<file path="src/rtl/apb_timer_periph.sv">
// APB-attached 32-bit timer: prescaler, auto-reload counter, update flag and level interrupt.
// Each transfer takes one wait state. Reads are registered on the edge that raises PREADY.
module apb_timer_periph (
    input  logic        PCLK,
    input  logic        PRESET,
    input  logic [31:0] PADDR,
    input  logic        PWRITE,
    input  logic        PENABLE,
    input  logic [31:0] PWDATA,
    input  logic        PSEL,
    output logic [31:0] PRDATA,
    output logic        PREADY,
    output logic        timer_irq
);

    localparam logic [2:0] AddrCr  = 3'd0;
    localparam logic [2:0] AddrPsc = 3'd1;
    localparam logic [2:0] AddrArr = 3'd2;
    localparam logic [2:0] AddrCnt = 3'd3;
    localparam logic [2:0] AddrSr  = 3'd4;

    logic        pready_q, pready_d;
    logic [31:0] prdata_q, prdata_d;
    logic        en_q, en_d;
    logic        ie_q, ie_d;
    logic [31:0] psc_q, psc_d;
    logic [31:0] arr_q, arr_d;
    logic [31:0] cnt_q, cnt_d;
    logic [31:0] pcnt_q, pcnt_d;
    logic        uif_q, uif_d;

    logic [2:0]  reg_sel;
    logic        access, wr_en, rd_en;
    logic        cr_wr, psc_wr, arr_wr, sr_wr;
    logic        clr, tick, wrap;
    logic [31:0] rdata;
    logic        unused_paddr;

    assign reg_sel      = PADDR[4:2];
    assign unused_paddr = ^{PADDR[31:5], PADDR[1:0]};

    // Access cycles before PREADY rises; the cycle with PREADY high completes the transfer.
    assign access = PSEL & PENABLE & ~pready_q;
    assign wr_en  = access & PWRITE;
    assign rd_en  = access & ~PWRITE;

    assign cr_wr  = wr_en && (reg_sel == AddrCr);
    assign psc_wr = wr_en && (reg_sel == AddrPsc);
    assign arr_wr = wr_en && (reg_sel == AddrArr);
    assign sr_wr  = wr_en && (reg_sel == AddrSr);

    assign clr  = cr_wr & PWDATA[1];
    assign tick = en_q & (pcnt_q >= psc_q);
    assign wrap = tick & (cnt_q >= arr_q);

    always_comb begin
        rdata = 32'd0;
        case (reg_sel)
            AddrCr:  rdata = {29'd0, ie_q, 1'b0, en_q};
            AddrPsc: rdata = psc_q;
            AddrArr: rdata = arr_q;
            AddrCnt: rdata = cnt_q;
            AddrSr:  rdata = {31'd0, uif_q};
            default: rdata = 32'd0;
        endcase
    end

    always_comb begin
        pready_d = access;
        prdata_d = rd_en ? rdata : prdata_q;

        en_d  = en_q;
        ie_d  = ie_q;
        psc_d = psc_q;
        arr_d = arr_q;
        if (cr_wr) begin
            en_d = PWDATA[0];
            ie_d = PWDATA[2];
        end
        if (psc_wr) psc_d = PWDATA;
        if (arr_wr) arr_d = PWDATA;

        pcnt_d = pcnt_q;
        cnt_d  = cnt_q;
        if (clr) begin
            // Clear wins over any tick landing on the same edge.
            pcnt_d = 32'd0;
            cnt_d  = 32'd0;
        end else if (en_q) begin
            if (tick) begin
                pcnt_d = 32'd0;
                cnt_d  = wrap ? 32'd0 : cnt_q + 32'd1;
            end else begin
                pcnt_d = pcnt_q + 32'd1;
            end
        end

        uif_d = uif_q;
        if (sr_wr && PWDATA[0]) uif_d = 1'b0;
        if (wrap && !clr)       uif_d = 1'b1;
    end

    always_ff @(posedge PCLK or posedge PRESET) begin
        if (PRESET) begin
            pready_q <= 1'b0;
            prdata_q <= 32'd0;
            en_q     <= 1'b0;
            ie_q     <= 1'b0;
            psc_q    <= 32'd0;
            arr_q    <= 32'hFFFF_FFFF;
            cnt_q    <= 32'd0;
            pcnt_q   <= 32'd0;
            uif_q    <= 1'b0;
        end else begin
            pready_q <= pready_d;
            prdata_q <= prdata_d;
            en_q     <= en_d;
            ie_q     <= ie_d;
            psc_q    <= psc_d;
            arr_q    <= arr_d;
            cnt_q    <= cnt_d;
            pcnt_q   <= pcnt_d;
            uif_q    <= uif_d;
        end
    end

    assign PREADY    = pready_q;
    assign PRDATA    = prdata_q;
    assign timer_irq = uif_q & ie_q;

endmodule

</file>
<file path="config.mk">
export PLATFORM = sky130hd
export DESIGN_NAME = apb_timer_periph
export DESIGN_NICKNAME = d
export VERILOG_FILES = /design/src/rtl/apb_timer_periph.sv
export SDC_FILE = /design/constraint.sdc
export NUM_CORES = 1
export LEC_CHECK = 0
export CAP_MARGIN = 20
export CORE_MARGIN = 5
export CORE_UTILIZATION = 52
export CTS_CLUSTER_SIZE = 20
export DETAILED_ROUTE_END_ITERATION = 8
export HOLD_SLACK_MARGIN = 0.15
export PLACE_DENSITY = 0.78
export SYNTH_ARGS = -nofsm -noshare
export SYNTH_HDL_FRONTEND = slang
export SYNTH_SLANG_ARGS = --single-unit
</file>
<file path="constraint.sdc">
create_clock -name PCLK -period 5 [get_ports PCLK]
set_input_delay 0.5 -clock PCLK [delete_from_list [all_inputs] [get_ports PCLK]]
set_output_delay 0.5 -clock PCLK [all_outputs]
set_load 0.005 [all_outputs]
</file>
After elaboration in Yosys (flattened, before gate mapping)
Cells that the tools add are included.
{ "word_totals": {"inputBits": 69, "reg_bits": 164, "out_inout_bits": 34, "elab_cells": 49} }
{ "op_classes": {"mux": 10, "addsub": 2, "bitwise": 10, "n_reduce_logical": 12, "n_lt_le_gt_ge": 2, "eq_ne": 4} }
{ "ops": {"columns": ["cell", "n"], "rows": [
  ["$mux W32", 7],
  ["$pmux W32 S5", 1],
  ["$add A32 B1 Y32 const B", 2],
  ["$ge A32 B32 Y1", 2],
  ["$and A1 B1 Y1", 8],
  ["$eq A3 B2 Y1 const B", 2],
  ["$logic_and A1 B1 Y1", 6],
  ["$reduce_bool A2 Y1", 3],
  ["$eq A3 B1 Y1 const B", 1],
  ["$eq A3 B3 Y1 const B", 1],
  ["$logic_not A3 Y1", 1],
  ["$mux W1", 2],
  ["$not A1 Y1", 2],
  ["$reduce_and A2 Y1", 1],
  ["$logic_not A1 Y1", 1]
]} }

Longest topological paths before layout
{ "logic_depth": {"ltp_word": 8, "ltp_mapped": 10, "mapped_depth_nobuf": 9} }

Worst setup path before layout
Ideal clock, no wire load.
{ "synth_timing": {"path_kind": "register to register", "start": "reg pcnt_q[0]", "end": "reg cnt_q[16]", "required_ps": 4881, "arrival_time_ps": 2320, "path_stages_with_launch": 10, "setup_time_ps": 119, "synth_period_minus_slack_ps": 2439, "setup_slack_ps": 2561, "path_buffers": 0, "cell_sequence": "dfrtp_1 inv_1 ha_1 nand2b_1 a2111o_1 a32oi_1 a21oi_2 o311ai_0 nor3_1 o21ba_2"} }
{ "synth_via": {"elab_chain_cells": 7, "elab_cells_between_ends": 9, "cone_classes": "order compare (1); mux (4); bitwise (2); reduce/logical (2)"} }
{ "synth_rtl": {"columns": ["element", "line", "text"], "rows": [
  ["start, declared", "29", "logic [31:0] pcnt_q, pcnt_d;"],
  ["start signal, assigned", "122", "pcnt_q <= pcnt_d;"],
  ["$ge A32 B32 Y1 *", "53", "assign tick = en_q & (pcnt_q >= psc_q);"],
  ["$and A1 B1 Y1 *", "53", null],
  ["$and A1 B1 Y1", "54", "assign wrap = tick & (cnt_q >= arr_q);"],
  ["$mux W32", "92", "cnt_d = wrap ? 32'd0 : cnt_q + 32'd1;"],
  ["$mux W32", "90", "if (tick) begin"],
  ["$mux W32", "89", "end else if (en_q) begin"],
  ["$mux W32", "85", "if (clr) begin"],
  ["end signal, assigned", "121", "cnt_q <= cnt_d;"],
  ["end, declared", "28", "logic [31:0] cnt_q, cnt_d;"]
]} }
Mark *: on every way between the ends. The rest lies on a longest branch, timed or not. The select of a mux whose other input is x is not followed.
A chain may end at the register's enable or synchronous reset.

Worst setup path in the final report
{ "layout_timing": {"start": "reg arr_q[27]", "end": "reg cnt_q[26]"} }
{ "layout_via": {"elab_chain_cells": 6} }
{ "layout_rtl": {"columns": ["element", "line", "text"], "rows": [
  ["start, declared", "27", "logic [31:0] arr_q, arr_d;"],
  ["start signal, assigned", "120", "arr_q <= arr_d;"],
  ["$ge A32 B32 Y1", "54", null],
  ["$and A1 B1 Y1", "54", null],
  ["$mux W32", "92", null],
  ["$mux W32", "90", null],
  ["$mux W32", "89", null],
  ["$mux W32", "85", null]
]} }
Every way passes these cells. The select of a mux whose other input is x is not followed.

==> results.ini <==
[global_routing]
grt_pass1_vias = 7326
antenna_found_initial = 0
use_met3_pct = 4.49
grt_max_degree = 99
grt_pass1_wl_mm = 37.6
overflow = 0
grtUsageMet2_pct = 38.1
use_met1_pct = 31.2
grtUsageTotal_pct = 23.0
top_usage_layer = met2

[route]
dr_total_vias = 7462
drc = 0
drt-initial-drc-count = 516
drt-pass1-iter-count = 5
wl_mm = 22.5
via_per_inst = 5.78
final_antenna_net_count = 0
wire_per_inst_um = 17.4

[pwr]
seq_power_share_pct = 45.1
power.switching_mw = 1.05
leakage_nw = 4.81
internal_power_mw = 2.62
power_mw = 3.67
sw_frac_of_total_pct = 28.7
comb_power_share_pct = 18.9
cellPowerDensity_nw_per_um2 = 342
irDropWorstVdd_uv = 256
clkPwrFrac_pct = 36.0

[clock_tree]
clock_latency_ns = 0.43
ctsResizeCount = 0
clockRootBuffer = clkbuf_16
numCtsBuffers = 17
tritoncts = built
clock-sinks = 164
cts.path.max_buffers = 2
clk_pin_slew_ns = 0.07
cts_hold_buffers = 0
post_cts_buffers = 0
htree_levels = 4

[setup_path]
endpoint_kind = flip-flop
crit_cells = 10
cp_slowest_stage_delay_ns = 0.64
cp-start-kind = flip-flop
cp_top_family = compound AO/OA/AOI/OAI gates
path_max_fanout = 17
cpMaxStageDelayCell = o21ai_2
arrival_ns = 3.84
cp_num_buf_inv = 2
worstSetupPathType = reg -> reg
ff2ff_path_depth = 10
crit_path_cell_trace = inv_1 > ha_1 > nand4_1 > nor4_1 > o211ai_1 > a31oi_1 > a21oi_2 > o21ai_2 > buf_4 > a21oi_1
required_ns = 5.31

[final_layout]
n_antenna_cell = 0
final_common_cell = nand2_1
num-nets-final = 1189
final_cell_mix = nand2_1 (153), dfrtp_1 (132), o21ai_0 (121), inv_1 (72), clkdlybuf4s50_1 (72)
area_delta_synth_final_pct = 16.6
layout-drive-gt1-share_pct = 12.5
num-fill-cells = 1448

[synth]
postSynthAreaPerCell_um2 = 9.25
netlist_instances = 994
ys_top_cells_by_area = dfrtp_1 (36%), dfstp_2 (9.1%), ha_1 (9.0%), o21ai_0 (6.6%), nand2_1 (6.2%)
synth_edf_count = 0
yosys.area.top_type = dfrtp_1
synth_top_cell_area_share_pct = 35.9
synth_ff_type = dfrtp_1
syn_area_um2 = 9200
yosys_warnings = 0
synth_seq_area_share_pct = 45.1
synth-seq-cells = 164
synth_nets = 1129
synth_cell_types = 61
async_flop_share_pct = 100

[die]
start_util_pct = 53.2
num_rows = 48
die_area_um2 = 20400
core_um2 = 17300
num_io_pins = 103
die_y_um = 143
die_w_um = 143

[timing]
finalHoldViolations = 0
rsz0062_at_grt = false
min_period_ns = 3.53
final.setup_skew_ns = 0.00850
hold_slack_ns = 0.469
max_freq_mhz = 283
setup_viol = 0
final_max_slew_viol_count = 0
setup-tns-final_ns = 0
tightest_slew_ns = 0.874
fin_crit_sh_pct = 70.6
slew_headroom_pct = 41.7

[run]
drv_cap = 0

[hold_path]
hold_class = reg -> reg
hold_depth = 1

[run_status]
outcome = finished, final reports clean

[placed_design]
place_congestion = 0.859
dp_hpwl_mm = 15.7
io_buffers = 73

[Yosys cell counts, drive strengths merged (2+ instances only)]
cell,number
nand3,34
a22oi,32
clkbuf,30
nand4b,2
o21ba,2
and4,4
or3,14
nor4,5
nor2,62
ha,66
nand4,20
a21oi,44
o21ai,123
xor2,24
o21a,2
xnor2,11
nor3,6
a211oi,4
nor2b,2
inv,73
or2,3
o211ai,4
o31ai,7
dfrtp,132
nand2b,6
a31oi,9
and3,10
mux2,36
a21o,2
dfstp,32
and2,5
or4,6
o311ai,3
nand2,153
buf,13
[path summary, 6_finish.rpt]
path	slack (ns)	to	startpoint
worst max-delay path	1.47	cnt_q[26]$_DFFE_PP0P_	arr_q[27]$_DFFE_PP1P_
worst min-delay path	0.47	PREADY$_DFF_PP0_	PREADY$_DFF_PP0_
worst max register to register	1.47	cnt_q[26]$_DFFE_PP0P_	arr_q[27]$_DFFE_PP1P_
worst min register to register	0.47	PREADY$_DFF_PP0_	PREADY$_DFF_PP0_
max in group asynchronous	3.43	arr_q[12]$_DFFE_PP1P_	PRESET
min in group asynchronous	0.65	PRDATA[26]$_DFFE_PP0P_	PRESET
[power by group through the flow]
stage,registers (mW),clock network [mW],logic [mW]
2_1_floorplan,1.65,0,0.454
5_1_grt,1.68,1.41,0.796
4_1_cts,1.65,1.35,0.702
6_report,1.65,1.32,0.694
3_3_place_gp,1.67,0,0.670
3_5_place_dp,1.68,0,0.695
[flip-flops by register name, summed over array words and instances, names as in the netlist]
signal,count
PRDATA,32
arr_q,32
cnt_q,32
pcnt_q,32
psc_q,32
PREADY,1
en_q,1
ie_q,1
uif_q,1
[stage by stage]
stage / setup WS [ns] / util [%] / instance area [um2] / instances
finish: 1.47 / 62.0 / 10700 / 1292
global route: 1.25 / 62.0 / 10700 / 1292
CTS: 1.45 / 62.0 / 10700 / 1292
detailed placement: 1.26 / 58.6 / 10100 / 1260
global placement: 1.35 / 58.6 / 10100 / 1260
floorplan: 0.120 / - / 9200 / 994
[final cells by class]
cell class	instances	area, um2	area share, %
clock buffers	19	443	4.13
clock inverters	13	151	1.41
inverters	73	279	2.60
multi-input cells	713	4600	42.9
flip-flops and latches	164	4140	38.6
well taps	225	282	2.62
repair buffers	85	828	7.72
[per-layer routing]
metal	routed length, um	part of all wire [%]
met1	9690	43
met2	11000	49
met3	1460	6.5
met4	400	1.8
met5	0	0
[kinds of logic after synthesis]
kind of cell             synth area share [%]
XOR/XNOR                                 3.33
AO/OA/AOI/OAI                            15.7
buffers and inverters                    5.07
AND/OR/NAND/NOR                          17.2
flip-flops                               45.1
multiplexers                             4.65
adder cells (fa/ha/maj)                  8.98
(Power assumes the default switching activity.)
==> edit 1: new RTL, same flow settings <==
Take the reset off `prdata_q` and load it in a clocked block of its own.
--- a/src/rtl/apb_timer_periph.sv
+++ b/src/rtl/apb_timer_periph.sv
@@ -105,3 +105,2 @@
             pready_q <= 1'b0;
-            prdata_q <= 32'd0;
             en_q     <= 1'b0;
@@ -115,3 +114,2 @@
             pready_q <= pready_d;
-            prdata_q <= prdata_d;
             en_q     <= en_d;
@@ -126,2 +124,6 @@
 
+    always_ff @(posedge PCLK) begin
+        prdata_q <= prdata_d;
+    end
+
     assign PREADY    = pready_q;
Formal check against the unedited RTL: not equivalent (a bounded check fails within 4 cycles, from zero or initial values and one cycle with PRESET high).
==> edit 1 against the original RTL <==
Cell area decreased by 0.86%; power decreased by 1.4%; setup slack worse by 0.085 ns; sequential cell count unchanged; synthesized area down 0.39%; routed wire length up 2.3%; utilization down 0.54 points; first-iteration DRC count is 7.8% higher; critical endpoint is now pcnt_q[28]; largest power group unchanged; highest routed layer unchanged.
==> edit 1: results <==
set metrics [dict create \
    n_fill_cell 1447 \
    cts_setup_buffers 0 \
    syn_area_per_cell_sq_um 9.348 \
    track_usage_pct 23.59 \
    async_flop_share_pct 80.49 \
    vias 7467 \
    drive_above_1_share_pct 9.838 \
    synth_warnings 0 \
    synth_compound_area_share_pct 15.28 \
    grt_pass1_wl_mm 37.63 \
    grt_start_max_net_pins 68 \
    outcome "finished, final reports clean" \
    synthMuxAreaShare_pct 0.8604 \
    finalWirelength_mm 23.06 \
    clk_latency_ns 0.43 \
    hp-class "input pin to flop" \
    drt_iter0_drc 556 \
    dp_hpwl_mm 16.17 \
    cts.path.max_buffers 2 \
    drtPass1Iterations 6 \
    first_global_vias 7440 \
    path_max_fanout 29 \
    final_nets 1169 \
    ys_seq_area_share_pct 46.98 \
    worst_pin_slew_ns 1.099 \
    ir_drop_uv 241.3 \
    synthAdderAreaFrac_pct 9.014 \
    gp_congestion 0.8562 \
    synth.distinct_cells 66 \
    viasPerCell 5.870 \
    fin_skew_ns 0.01013 \
    synth_common_cells "139 x nand2_1, 117 x o21ai_0, 100 x dfrtp_1" \
    power.leakage_nw 4.690 \
    yosys.area_share.xor_xnor_pct 3.728 \
    ys_top_cells_by_area "dfrtp_1 27%, edfxtp_1 10%, dfstp_2 9.2%, ha_1 9.0%, o21ai_0 6.4%" \
    synth_edf_count 32 \
    path_clk_slew_ns 0.06 \
    htreeDepth 4 \
    syn_nets 1115 \
]
==> edit 1: changes by cell type after synthesis, moves of 6 or more <==
cell	unedited run	this run
nor2_1	62	88
edfxtp_1	0	32
mux2_2	36	5
nand4_1	19	27
nand3_1	34	28
dfrtp_1	132	100
nand2_1	153	139
==> edit 1: critical path: stages, from the launching register on <==
cell	delay (ns)
dfrtp_1	0.45
ha_1	0.35
nand4_1	0.21
nor4_2	0.48
nand4_1	0.16
o22ai_2	0.62
nor2_4	0.18
nand2_1	0.87
nor2_1	0.12
==> edit 1: final timing paths <==
| kind | from | endpoint | slack, ns | cells past startpoint |
|---|---|---|---|---|
| hold / removal | PADDR[2] | uif_q | 0.49 | 5 |
| hold reg to reg | uif_q | uif_q | 0.51 | 2 |
| min in group asynchronous | PRESET | pcnt_q[12] | 0.59 | 2 |
| setup reg to reg | pcnt_q[27] | pcnt_q[28] | 1.38 | 8 |
| max in group asynchronous | PRESET | arr_q[20] | 3.36 | 3 |
| setup / recovery | pcnt_q[27] | pcnt_q[28] | 1.38 | 8 |
==> edit 1: power by group <==
group	switching [W]	internal (W)	leakage (nW)
logic	0.000382	0.000256	2.49
registers	0.0000998	0.00157	1.92
clock network	0.000545	0.000765	0.283
==> edit 1: through the flow <==
step / hold slack (ns) / util (%) / worst slack [ns] / cell area, sq um
after floorplan: 0.4605 / - / 1.027 / 9161
after CTS: 0.4652 / 61.47 / 1.440 / 10630
final: 0.4899 / 61.47 / 1.383 / 10630
after detailed placement: 0.4924 / 58.08 / 1.462 / 10050
after global placement: 0.4875 / 58.08 / 1.494 / 10050
after global routing: 0.4888 / 61.47 / 1.128 / 10630
==> edit 1: cell families after synthesis <==
| group | count (synthesis) |
|---|---|
| flops | 164 |
| mux | 6 |
| simple gates | 356 |
| compound gates | 231 |
| xor+xnor | 39 |
| fa+ha+maj | 66 |
| buf+inv | 118 |
==> edit 1: cell type report <==
cell class                 count  area share [%]
multi-input combinational    698           41.36
sequential                   164           40.48
timing repair buffer          82           7.461
clock buffer                  21           4.330
tap                          225           2.648
inverter                      71           2.530
clock inverter                11           1.189
==> edit 1: layer usage <==
| layer | part of all wire (%) | wire (um) | GRT usage (%) |
|---|---|---|---|
| met1 | 43 | 9867 | 30.83 |
| met2 | 47 | 10890 | 38.43 |
| met3 | 7.0 | 1622 | 5.057 |
| met4 | 3.0 | 681 | 9.555 |
| met5 | 0 | 0 | 0 |
==> edit 2: new RTL, config.mk and constraints unchanged <==
Without the edit above. Put a register stage on the output `timer_irq`, with the module's reset. The value now appears one clock later. The other outputs are not delayed to match.
--- a/src/rtl/apb_timer_periph.sv
+++ b/src/rtl/apb_timer_periph.sv
@@ -128,3 +128,9 @@
     assign PRDATA    = prdata_q;
-    assign timer_irq = uif_q & ie_q;
+    always_ff @(posedge PCLK or posedge PRESET) begin
+        if (PRESET) begin
+            timer_irq <= '0;
+        end else begin
+            timer_irq <= uif_q & ie_q;
+        end
+    end
 
Check against the original RTL: not equivalent (a bounded check fails within 10 cycles, from zero or initial values and one cycle with PRESET high).
==> edit 2 against the original RTL <==
Power decreased by 2.9%; synthesized area down 0.76%; clock skew grew 0.0031 ns; setup slack got worse by 0.092 ns; cell area is 1.2% lower; sequential share of layout area up 0.72 points; sequential cell count rose by 1; routed wire length down 0.84%.
==> edit 2: results <==
set metrics [dict create \
    outcome "finished, final reports clean" \
    dp_hpwl_mm 15.26 \
    synthMuxAreaShare_pct 0.9870 \
    critPathCapture "cnt_q[9]" \
    synth_common_cells "173 x nand2_1, 139 x o21ai_0, 133 x dfrtp_1" \
    synthAdderAreaFrac_pct 9.047 \
    cpMaxStageDelayCell "nor4_1" \
    cts_resized 0 \
    antenna_found_initial 0 \
    io_buffers 73 \
    drive_above_1_share_pct 8.442 \
    hold_end "PRDATA[16]" \
    async_flop_share_pct 100.0 \
    track_usage_pct 22.63 \
    critPathLaunch "arr_q[27]" \
    wl_per_cell_um 17.15 \
    hp-start "PRDATA[16]" \
    maxSlewHeadroom_pct 30.50 \
    hp-class "flop to flop" \
    synth.distinct_cells 55 \
    r2r_cells 10 \
    drt_iter0_drc 583 \
    path_max_fanout 17 \
    path_clk_slew_ns 0.06 \
    n_fill_cell 1409 \
    viasPerCell 5.818 \
    cts_setup_buffers 0 \
    grt_pass1_wl_mm 37.12 \
    synth_compound_area_share_pct 16.92 \
    syn_nets 1148 \
    fin_skew_ns 0.01163 \
    htreeDepth 4 \
    comb_power_w 0.000676 \
    dp_slack_ns 1.212 \
    max_stage_delay_ns 0.65 \
    drtPass1Iterations 7 \
    gp_congestion 0.8950 \
    first_global_vias 7178 \
    whs_path_depth 2 \
    switching_share_pct 27.96 \
    crit_family "compound AO/OA/AOI/OAI gates" \
    clk_latency_ns 0.43 \
    root_buffer "clkbuf_16" \
    ys_top_cells_by_area "dfrtp_1 36%, dfstp_2 9.2%, ha_1 9.0%, o21ai_0 7.6%, nand2_1 7.1%" \
    yosys.area_share.xor_xnor_pct 4.606 \
    crit_arrival_ns 3.93 \
    final_nets 1200 \
    synth_warnings 0 \
    grt_start_max_net_pins 108 \
    power.leakage_nw 4.782 \
    antenna_cells 0 \
    pwr-share-clk_pct 33.8 \
    powerDensity_nw_per_um2 336.3 \
    cts_inserted_buffers 17 \
    setup_slack_ns 1.376 \
    ys_seq_area_share_pct 45.68 \
    cts.path.max_buffers 2 \
    ir_drop_uv 245.0 \
]
-- edit 2: routing by layer --
layer  vias up  GRT usage (%)  part of all wire (%)
met3        27          3.091                   5.3
met2       218          36.18                    47
met5         -              0                     0
met4         0          6.403                   1.4
met1      3706          32.45                    46
li1       3630              -                     -
-- edit 2: layout make-up --
cell class              count  share of cell area (%)
well taps                 225                   2.657
clock inverters             6                  0.5197
repair buffers             85                   8.078
clock buffers              26                   4.429
multi-input cells         721                   42.26
inverters                  75                   2.705
flip-flops and latches    165                   39.35
-- edit 2: per-stage QoR --
stage | cells | instance area, sq um | hold WS [ns]
after floorplan | 1013 | 9128 | 0.4612
after global placement | 1268 | 10010 | 0.4619
after detailed placement | 1268 | 10010 | 0.4694
after CTS | 1300 | 10530 | 0.4829
after global routing | 1303 | 10590 | 0.5011
final | 1303 | 10590 | 0.4751
